<file path="config.mk">
export PLATFORM = sky130hd
export DESIGN_NAME = pc_unit
export DESIGN_NICKNAME = d
export VERILOG_FILES = /design/src/rtl/pc_unit.sv
export SDC_FILE = /design/constraint.sdc
export NUM_CORES = 1
export LEC_CHECK = 0
export CORE_ASPECT_RATIO = 1.75
export CORE_MARGIN = 1.5
export CORE_UTILIZATION = 40
export DETAILED_ROUTE_END_ITERATION = 12
export GPL_TIMING_DRIVEN = 1
export HOLD_SLACK_MARGIN = 0.06
export PLACE_DENSITY = 0.66
export SLEW_MARGIN = 20
export SYNTH_ARGS = -nofsm -noshare
export SYNTH_HDL_FRONTEND = slang
export SYNTH_SLANG_ARGS = --single-unit
</file>
<file path="constraint.sdc">
create_clock -name clk -period 4.6 [get_ports clk]
set_input_delay 0.69 -clock clk [delete_from_list [all_inputs] [get_ports clk]]
set_output_delay 0.69 -clock clk [all_outputs]
set_load 0.005 [all_outputs]
</file>
<file path="src/rtl/pc_unit.sv">
// rtl/pc_unit.sv - program counter with next-PC mode select and circular return-address stack
module pc_unit #(
    parameter int                ADDR_W    = 15,
    parameter int                RAS_DEPTH = 4,
    parameter logic [ADDR_W-1:0] RESET_PC  = '0
) (
    input  logic                             clk,
    input  logic                             rst_n,
    input  logic                             en,
    input  logic [2:0]                       pc_sel,
    input  logic [ADDR_W-1:0]                target,
    input  logic [ADDR_W-1:0]                offset,
    input  logic                             branch_taken,
    input  logic                             err_clr,
    output logic [ADDR_W-1:0]                pc,
    output logic [$clog2(RAS_DEPTH+1)-1:0]   ras_count,
    output logic                             ras_full,
    output logic                             ras_empty,
    output logic                             ras_err
);
    localparam int CNT_W = $clog2(RAS_DEPTH + 1);
    localparam int PTR_W = $clog2(RAS_DEPTH);
    localparam logic [CNT_W-1:0] FULL_CNT = CNT_W'(RAS_DEPTH);
    localparam logic [PTR_W-1:0] LAST_PTR = PTR_W'(RAS_DEPTH - 1);

    localparam logic [2:0] SEL_INCR   = 3'b000;
    localparam logic [2:0] SEL_JUMP   = 3'b001;
    localparam logic [2:0] SEL_BRANCH = 3'b010;
    localparam logic [2:0] SEL_CALL   = 3'b011;
    localparam logic [2:0] SEL_RET    = 3'b100;

    logic [ADDR_W-1:0] ras_mem [RAS_DEPTH];
    // top_ptr names the next free slot; a push at full overwrites the oldest entry
    logic [PTR_W-1:0]  top_ptr;
    logic [PTR_W-1:0]  next_ptr;
    logic [PTR_W-1:0]  prev_ptr;
    logic [ADDR_W-1:0] pc_inc;
    logic [ADDR_W-1:0] pc_next;
    logic              do_push;
    logic              do_pop;
    logic              err_set;

    assign ras_full  = (ras_count == FULL_CNT);
    assign ras_empty = (ras_count == '0);
    assign next_ptr  = (top_ptr == LAST_PTR) ? '0 : top_ptr + PTR_W'(1);
    assign prev_ptr  = (top_ptr == '0) ? LAST_PTR : top_ptr - PTR_W'(1);
    assign pc_inc    = pc + ADDR_W'(1);

    assign do_push = en && (pc_sel == SEL_CALL);
    assign do_pop  = en && (pc_sel == SEL_RET) && !ras_empty;
    assign err_set = en && (((pc_sel == SEL_CALL) && ras_full) ||
                            ((pc_sel == SEL_RET) && ras_empty));

    always_comb begin
        pc_next = pc;
        if (en) begin
            case (pc_sel)
                SEL_INCR:   pc_next = pc_inc;
                SEL_JUMP:   pc_next = target;
                SEL_BRANCH: pc_next = branch_taken ? pc_inc + offset : pc_inc;
                SEL_CALL:   pc_next = target;
                SEL_RET:    pc_next = ras_empty ? pc_inc : ras_mem[prev_ptr];
                default:    pc_next = pc;
            endcase
        end
    end

    always_ff @(posedge clk or negedge rst_n) begin
        if (!rst_n) begin
            pc        <= RESET_PC;
            top_ptr   <= '0;
            ras_count <= '0;
            ras_err   <= 1'b0;
        end else begin
            pc <= pc_next;
            if (do_push) begin
                top_ptr <= next_ptr;
                if (!ras_full)
                    ras_count <= ras_count + CNT_W'(1);
            end else if (do_pop) begin
                top_ptr   <= prev_ptr;
                ras_count <= ras_count - CNT_W'(1);
            end
            // a new error on the same edge as err_clr leaves the flag set
            if (err_set)
                ras_err <= 1'b1;
            else if (err_clr)
                ras_err <= 1'b0;
        end
    end

    always_ff @(posedge clk) begin
        if (do_push)
            ras_mem[top_ptr] <= pc_inc;
    end
endmodule

</file>
* Yosys cells after proc, flatten, opt, wreduce, memory -nomap -nowiden *
Memory sizes are Yosys's and may differ from the RTL's.
Index checks and enable logic that the tools add are counted.

storage, ports and cells
  bits in registers = 21
  memory bits (writable) = 60
  bits of input ports = 38
  output and inout bits = 21
  memories kept = 1

cells by class
  add/sub/neg operators = 6
  equal/unequal tests = 7
  mux-type cells = 14
  reduce and logical (&&, ||, !) cells = 17

memories
  memory   depth  width  rd ports  clocked after memory_dff  write ports  RTL line  source
  ras_mem  4      15     1         0                         1            32        logic [ADDR_W-1:0] ras_mem [RAS_DEPTH];

operators by type and width
  operator                 count
  $pmux W15 S4             1
  $mux W15                 2
  $add A15 B1 Y15 const B  1
  $add A15 B15 Y15         1
  $mux W3                  3
  $mux W2                  4
  $eq A3 B2 Y1 const B     2
  $eq A3 B3 Y1 const B     2
  $logic_and A1 B1 Y1      6
  $logic_not A3 Y1         2
  $mux W1                  4
  $reduce_and A2 Y1        2
  $reduce_bool A2 Y1       2
  $reduce_bool A4 Y1       1
  $add A3 B1 Y3 const B    1
  $eq A3 B1 Y1 const B     1
  $sub A3 B1 Y3 const B    1
  $add A2 B1 Y2 const B    1
  $eq A2 B2 Y1 const B     1
  $logic_not A2 Y1         1
  $ne A2 B2 Y1 const B     1
  $reduce_or A2 Y1         1
  $sub A2 B1 Y2 const B    1
  $logic_not A1 Y1         1
  $logic_or A1 B1 Y1       1

* Logic depth before layout (Yosys ltp) *
Gate-level depths: netlist (run 1).

  word-level depth = 5
  gate-level depth with buffers = 14
  gate-level depth less buffers = 13

* Worst setup path after synthesis (run 1) *
Ideal clock, no wire load.

  kind = flip-flop to flip-flop
  from = reg pc[7]
  to = reg pc[14]
  setup time = 0.124 ns
  arrival time = 3.160 ns
  setup slack = 1.316 ns
  cell stages (with the launch flop) = 15
  buffers on the path = 1
  path through = dfrtp_1 -> clkbuf_1 -> and3_1 -> and3_1 -> nand4_1 -> nor2_1 -> xor2_1 -> ha_1 -> nor3_1 -> a211oi_2 -> or4b_1 -> nand4_1 -> xnor2_1 -> a21o_1 -> a211o_1

between the ends
  word-level cells in the longest chain between the ends = 4
  elaborated cells on any way between the ends = 5
  those cells by class = add/sub: 2; mux: 3

RTL lines
  item                      RTL line  source
  start: declaration        15        output logic [ADDR_W-1:0] pc,
  start signal: assignment  75        pc <= pc_next;
  $add A15 B1 Y15           47        assign pc_inc = pc + ADDR_W'(1);
  via pc_inc[13]            37        logic [ADDR_W-1:0] pc_inc;
  $add A15 B15 Y15          60        SEL_BRANCH: pc_next = branch_taken ? pc_inc + offset : pc_inc;
  $mux W15                  60
  $pmux W15 S4              57        case (pc_sel)

The timed path passes the listed nets, and every way through them passes these cells.
A chain may end at the register's enable or synchronous reset.

* Worst setup path after layout (run 1) *
  from = reg pc[2]
  to = reg pc[14]

Same word-level chain as after synthesis.

==> impl_metrics.csv, run 1 <==
group,metric,value,unit
floorplanning,rows,51,
cells_and_area,finalNetCount,494,
route,wl_per_cell,21.2,microns
sta,rsz0062_at_grt,"no",
synth,ys_seq_area_share,51.7,%
cells_and_area,stdcell_area,5580,sq um
cells_and_area,utilization,50.5,%
global_routing,grtUsageTotal,21.3,%
worst_setup_path,setup.worst_path.start,"pc[2]$_DFFE_PN0P_",
worst_setup_path,cp-endpoint,"pc[14]$_DFFE_PN0P_",
cts,holdBufCountCts,0,
pwr,power_density,597,nW/um^2
sta,fin_tns_setup,0,ns
cells_and_area,area_growth,23.8,%
cells_and_area,final_common_cell,"edfxtp_1",
sta,clock_skew,0.00799,ns
placement,dpl.hpwl,8.69,mm
global_routing,grt_pass1_vias,3446,
floorplanning,fp.dieW,83.2,microns
worst_setup_path,reg2reg_slack,0.62,ns
synth,synth_enable_flop_cells,60,
cts,cts_max_path_buffers,2,
route,vias_per_cell,5.87,
synth,postSynth.asyncResetShare,25.9,%
route,drtIter0Drc,248,
route,wl_met3,519,microns
worst_hold_path,hp-class,"primary input to async pin",
route,drt-total-wl,12.1,mm
worst_setup_path,reg2regPathDepth,12,
worst_setup_path,cp.required,4.82,ns
global_routing,grt_pass1_wl,19.1,mm
worst_setup_path,startpoint_type,"flip-flop",
cells_and_area,nFillCells,976,
synth,ys_warn_count,0,
worst_setup_path,end_kind,"flip-flop",
sta,setup_viol,0,
global_routing,grt-ovfl-total,0,
worst_setup_path,regToRegEndpoint,"pc[14]$_DFFE_PN0P_",
cts,clk_root_buffer_cell,"clkbuf_16",
worst_setup_path,cp_max_fo,7,
sta,relSlewSlack,27.7,%
route,wl_met1,4.60,mm
route,vias,3346,
cts,clk_pin_slew,0.06,ns
sta,fmax,0.251,GHz
sta,worst_pin_slew,1.09,ns
floorplanning,dieHeight,143,microns
placement,port_buffers,58,
placement,gp_congestion,0.920,
cts,cts_made_buffers,9,
synth,synth_seq_cells,81,
route,first_pass_iters,4,
cells_and_area,final_cell_mix,"edfxtp_1, clkdlybuf4s50_1, nor2_1, nand2_1",
synth,synth_area_leaders,"edfxtp_1, dfrtp_1, mux4_2, ha_1, xnor2_1",
sta,finalCritPeriodShare,86.5,%
cts,tritoncts,"done",
run_status,status,"complete, no violations",
cts,cts_resized,0,
worst_setup_path,worst_ep_arrival_time,4.20,ns
cts,clock_sinks,81,
synth,postSynthCellCount,373,
job,maxCapViolations,0,
worst_setup_path,critPathKind,"flip-flop to flip-flop",
route,met2_wirelength,6.67,mm
route,route.detailed.drc,0,
floorplanning,die_area,11900,sq um
global_routing,antenna_found_initial,0,
synth,synthFlopType,"edfxtp_1",
route,ant_nets,0,
cts,cts_setup_buffers,0,
cts,insertion_delay,0.34,ns
worst_setup_path,worst_r2r_startpoint,"pc[2]$_DFFE_PN0P_",
synth,postSynthNetCount,434,
cts,cts_max_level,3,
cells_and_area,drive_gt1_share,11.9,%
sta,slew_viol_final,0,
floorplanning,initial_utilization,40.8,%
synth,syn_avg_cell_area,12.1,sq um
route,dr.max_layer_used,"met4",
floorplanning,core,11000,sq um
pwr,cellLeakagePower,0.00203,uW
synth,synth_area,4500,sq um
synth,synth_cell_types,59,
synth,synth.top_cell.area_share,40.0,%
pwr,ir_drop,0.000241,V
sta,hold_viol,0,
sta,finalCriticalPeriod,3.98,ns
synth,synth_top_area_cell,"edfxtp_1",
placement,dpl_cell_area,5250,sq um
floorplanning,io_pins,59,
cells_and_area,diodes,0,
global_routing,grt_start_max_net_pins,22,
==> flip-flops by register name (all words and copies together) (netlist names) <==
signal,flops
top_ptr,2
ras_count,3
ras_err,1
ras_mem,60
pc,15
==> critical path, stage by stage, from the launching register on <==
cell,delay (ns)
dfrtp_1,0.47
and4_1,0.32
and3_1,0.24
nand4_1,0.13
xnor2_1,0.47
ha_1,0.42
a2111oi_0,0.75
nor2_1,0.11
mux2i_1,0.17
nand4_1,0.13
xnor2_1,0.18
a21o_1,0.19
a211o_1,0.28
==> area by class of cell <==
type / instances / area (sq um) / share of cell area (%)
clock buffers: 10 / 229 / 4.11
repair buffers: 66 / 636 / 11.4
flip-flops and latches: 81 / 2330 / 41.7
well taps: 132 / 165 / 2.96
clock inverters: 6 / 106 / 1.91
multi-input cells: 270 / 2090 / 37.5
inverters: 5 / 18.8 / 0.337
==> worst min-delay path by stage <==
stage,start,cells after the start,to
after floorplan,rst_n,0,pc[0]$_DFFE_PN0P_
after global placement,ras_err$_DFFE_PN0P_,2,ras_err$_DFFE_PN0P_
after detailed placement,ras_err$_DFFE_PN0P_,2,ras_err$_DFFE_PN0P_
after CTS,ras_err$_DFFE_PN0P_,2,ras_err$_DFFE_PN0P_
after global routing,rst_n,1,ras_count[0]$_DFFE_PN0P_
final,rst_n,1,ras_count[0]$_DFFE_PN0P_
==> cell families (layout without fill, tap and decap cells) <==
family | Yosys count | in the layout | share of synthesized area (%)
xor gates and xnor gates | 26 | 26 | 5.06
and+or+nand+nor | 110 | 110 | 12.0
buffers and inverters | 22 | 87 | 1.86
muxes | 17 | 17 | 7.97
AOI/OAI and AO/OA | 94 | 94 | 14.7
DFF | 81 | 81 | 51.7
adders and majority gates | 23 | 23 | 6.72
==> routing by layer <==
layer	GRT usage, %	vias to the layer above
met5	0	-
met4	12.0	0
met3	2.87	20
met2	37.4	102
met1	25.0	1652
li1	-	1572
==> stage by stage <==
stage                     cells  setup WS, ns  total power, uW  hold WS [ns]
after floorplan             373          1.32             2030         0.394
after global placement      554         0.935             2510         0.501
after detailed placement    554         0.818             2530         0.502
after CTS                   570         0.798             3340         0.513
after global routing        570         0.371             3530         0.378
final                       570         0.620             3330         0.329
==> synth_stat cells (all sizes together), types with 3 or more instances <==
| cell | instances |
|---|---|
| xnor2 | 18 |
| inv | 5 |
| a211oi | 3 |
| nand3 | 9 |
| edfxtp | 60 |
| a21o | 10 |
| mux4 | 15 |
| o211ai | 5 |
| clkbuf | 14 |
| nor3 | 4 |
| ha | 21 |
| a21oi | 19 |
| a221oi | 11 |
| and3 | 9 |
| dfrtp | 21 |
| o21ai | 15 |
| and2 | 6 |
| nand2 | 29 |
| nand4 | 6 |
| nor2 | 36 |
| a221o | 5 |
| a31oi | 9 |
| buf | 3 |
| xor2 | 8 |
| o22ai | 4 |
==> where the power goes <==
part	switching (uW)	internal (uW)	leakage, uW	total, uW
Sequential	118	939	0.000778	1060
Clock	283	527	0.000160	810
Combinational	750	712	0.00109	1460
Total	1150	2180	0.00203	3330
Note: power is estimated with default switching activity, not from simulation.
==> inputs of run 2 (changes only) <==
--- a/config.mk
+++ b/config.mk
@@ -9,7 +9,6 @@
 export CORE_MARGIN = 1.5
 export CORE_UTILIZATION = 40
 export DETAILED_ROUTE_END_ITERATION = 12
-export GPL_TIMING_DRIVEN = 1
 export HOLD_SLACK_MARGIN = 0.06
 export PLACE_DENSITY = 0.66
 export SLEW_MARGIN = 20
==> constraint.sdc (replaced) <==
create_clock -name clk -period 5.15 [get_ports clk]
set_input_delay 0.7725 -clock clk [delete_from_list [all_inputs] [get_ports clk]]
set_output_delay 0.7725 -clock clk [all_outputs]
set_load 0.005 [all_outputs]
==> run 2 against run 1 <==
  * Die area is the same
  * Via count grew 0.81%
  * Sequential cell count is the same
  * Clock-buffer cell count grew 1
  * Largest cell class unchanged
==> impl_metrics.csv, run 2 (same netlist as run 1, synthesis figures left out) <==
group,metric,value,unit
worst_setup_path,end_kind,"flip-flop",
worst_setup_path,critPathKind,"flip-flop to flip-flop",
worst_setup_path,regToRegEndpoint,"pc[14]$_DFFE_PN0P_",
pwr,cellLeakagePower,0.00199,uW
sta,rsz0062_at_grt,"no",
sta,fin_tns_setup,0,ns
sta,slew_viol_final,0,
route,wl_met1,4.38,mm
cells_and_area,finalNonFillerCells,566,
cts,clk_pin_slew,0.06,ns
route,ant_nets,0,
sta,relSlewSlack,27.1,%
placement,dpl.hpwl,8.94,mm
cells_and_area,final_common_cell,"edfxtp_1",
global_routing,grtUsageTotal,21.2,%
pwr,p_comb_share,45.2,%
cts,cts_resized,0,
worst_setup_path,cp_max_fo,7,
worst_setup_path,critPathMaxStageDelay,0.46,ns
worst_setup_path,startpoint_type,"flip-flop",
floorplanning,rows,51,
worst_setup_path,path_common_cell,"nand4_1",
route,met2_wirelength,6.58,mm
cells_and_area,utilization,49.7,%
cts,insertion_delay,0.34,ns
placement,gp_congestion,0.955,
pwr,pwr-share-seq,33.9,%
job,maxCapViolations,0,
route,vias_per_cell,5.96,
sta,setup_viol,0,
cts,cts_max_path_buffers,2,
placement,dpl_cell_area,5210,sq um
pwr,intPower,1790,uW
worst_setup_path,worst_ep_arrival_time,3.91,ns
worst_setup_path,reg2regPathDepth,13,
worst_setup_path,crit_chain,"and4_1, and3_1, nand4_1, nor2_1, xor2_1, ha_1, nor3_1, a211oi_2, or4b_1, nand4_1, xnor2_1, a21o_1, a211o_1",
worst_setup_path,worst_r2r_startpoint,"pc[2]$_DFFE_PN0P_",
sta,finalCritPeriodShare,71.7,%
cts,cts_max_level,3,
sta,worst_slack,1.46,ns
placement,pre_cts_slack,1.52,ns
route,first_pass_iters,5,
route,wl_per_cell,21.4,microns
cells_and_area,final_cell_mix,"edfxtp_1, clkdlybuf4s50_1, nor2_1, nand2_1",
floorplanning,fp.dieW,83.2,microns
sta,clock_skew,0.00694,ns
cells_and_area,finalNetCount,490,
worst_hold_path,hp-class,"primary input to async pin",
global_routing,grt_pass1_wl,18.8,mm
run_status,status,"complete, no violations",
floorplanning,initial_utilization,40.8,%
floorplanning,die_area,11900,sq um
cells_and_area,nFillCells,985,
pwr,power_density,509,nW/um^2
route,vias,3373,
cells_and_area,stdcell_area,5480,sq um
sta,hold_viol,0,
cts,holdBufCountCts,0,
pwr,ir_drop,0.000244,V
route,dr.max_layer_used,"met4",
pwr,clkPwrFrac,20.9,%
cells_and_area,drive_gt1_share,11.3,%
sta,finalCriticalPeriod,3.69,ns
pwr,power_switching,1010,uW
cts,cts_made_buffers,9,
cts,clk_root_buffer_cell,"clkbuf_16",
cts,clock_sinks,81,
floorplanning,dieHeight,143,microns
global_routing,grt_start_max_net_pins,22,
floorplanning,core,11000,sq um
route,drt-total-wl,12.1,mm
sta,fmax,0.271,GHz
worst_setup_path,cp.required,5.37,ns
worst_setup_path,cp_slowest_cell,"dfrtp_1",
route,route.detailed.drc,0,
cells_and_area,multi_input_area,2090,sq um
cts,tritoncts,"done",
cells_and_area,reg.largest.list,"ras_mem (60), pc (15), ras_count (3)",
floorplanning,io_pins,59,
cells_and_area,area_growth,21.8,%
cells_and_area,diodes,0,
cells_and_area,register_area,2330,sq um
placement,port_buffers,58,
pwr,p_sw_share,36.0,%
route,wl_met3,534,microns
sta,worst_pin_slew,1.09,ns
global_routing,grt-ovfl-total,0,
cts,cts_setup_buffers,0,
route,drtIter0Drc,235,
placement,placedCellCount,550,
cells_and_area,largest_reg_flops,60,
cells_and_area,largest-register,"ras_mem",
worst_setup_path,reg2reg_slack,1.46,ns
global_routing,antenna_found_initial,0,
global_routing,grt_pass1_vias,3437,
run 2: cell type report:
cell class / count / share of cell area, %
clock buffers: 11 / 4.43
clock inverters: 5 / 0.570
inverters: 5 / 0.342
multi-input cells: 270 / 38.2
flip-flops and latches: 81 / 42.4
well taps: 132 / 3.01
repair buffers: 62 / 11.0
run 2: metrics by stage:
| step | hold slack [ns] | power (uW) |
|---|---|---|
| 2_1_floorplan | 0.477 | 1810 |
| 3_3_place_gp | 0.500 | 2200 |
| 3_5_place_dp | 0.520 | 2220 |
| 4_1_cts | 0.452 | 2810 |
| 5_1_grt | 0.470 | 2970 |
| 6_report | 0.435 | 2790 |
run 2: worst max-delay path by stage:
| stage | from | endpoint | slack, ns | depth (start not counted) |
|---|---|---|---|---|
| after floorplan | pc[7]$_DFFE_PN0P_ | pc[14]$_DFFE_PN0P_ | 1.87 | 14 |
| after global placement | pc[0]$_DFFE_PN0P_ | pc[12]$_DFFE_PN0P_ | 1.57 | 11 |
| after detailed placement | pc[2]$_DFFE_PN0P_ | pc[14]$_DFFE_PN0P_ | 1.52 | 13 |
| after CTS | pc[2]$_DFFE_PN0P_ | pc[14]$_DFFE_PN0P_ | 1.48 | 12 |
| after global routing | pc[2]$_DFFE_PN0P_ | pc[14]$_DFFE_PN0P_ | 1.16 | 13 |
| final | pc[2]$_DFFE_PN0P_ | pc[14]$_DFFE_PN0P_ | 1.46 | 13 |
run 2: metal layers:
layer	global-route usage, %	vias to the layer above
met5	0	-
met4	12.4	0
met2	38.9	110
li1	-	1565
met3	3.56	34
met1	22.9	1664
run 2: power groups by stage:
stage               Combinational (uW)  Sequential, uW  Clock, uW
global route                      1390             962        617
CTS                               1270             947        592
finish                            1260             947        584
global placement                  1250             954          0
floorplan                          881             929          0
detailed placement                1260             959          0
run 2: worst max-delay path: cells and delay by family (launching register included):
family | cells | cell delay (ns)
AO/OA/AOI/OAI | 3 | 0.75
XOR/XNOR | 2 | 0.48
adder cells (fa/ha/maj) | 1 | 0.30
flip-flops | 1 | 0.46
AND/OR/NAND/NOR | 7 | 1.59
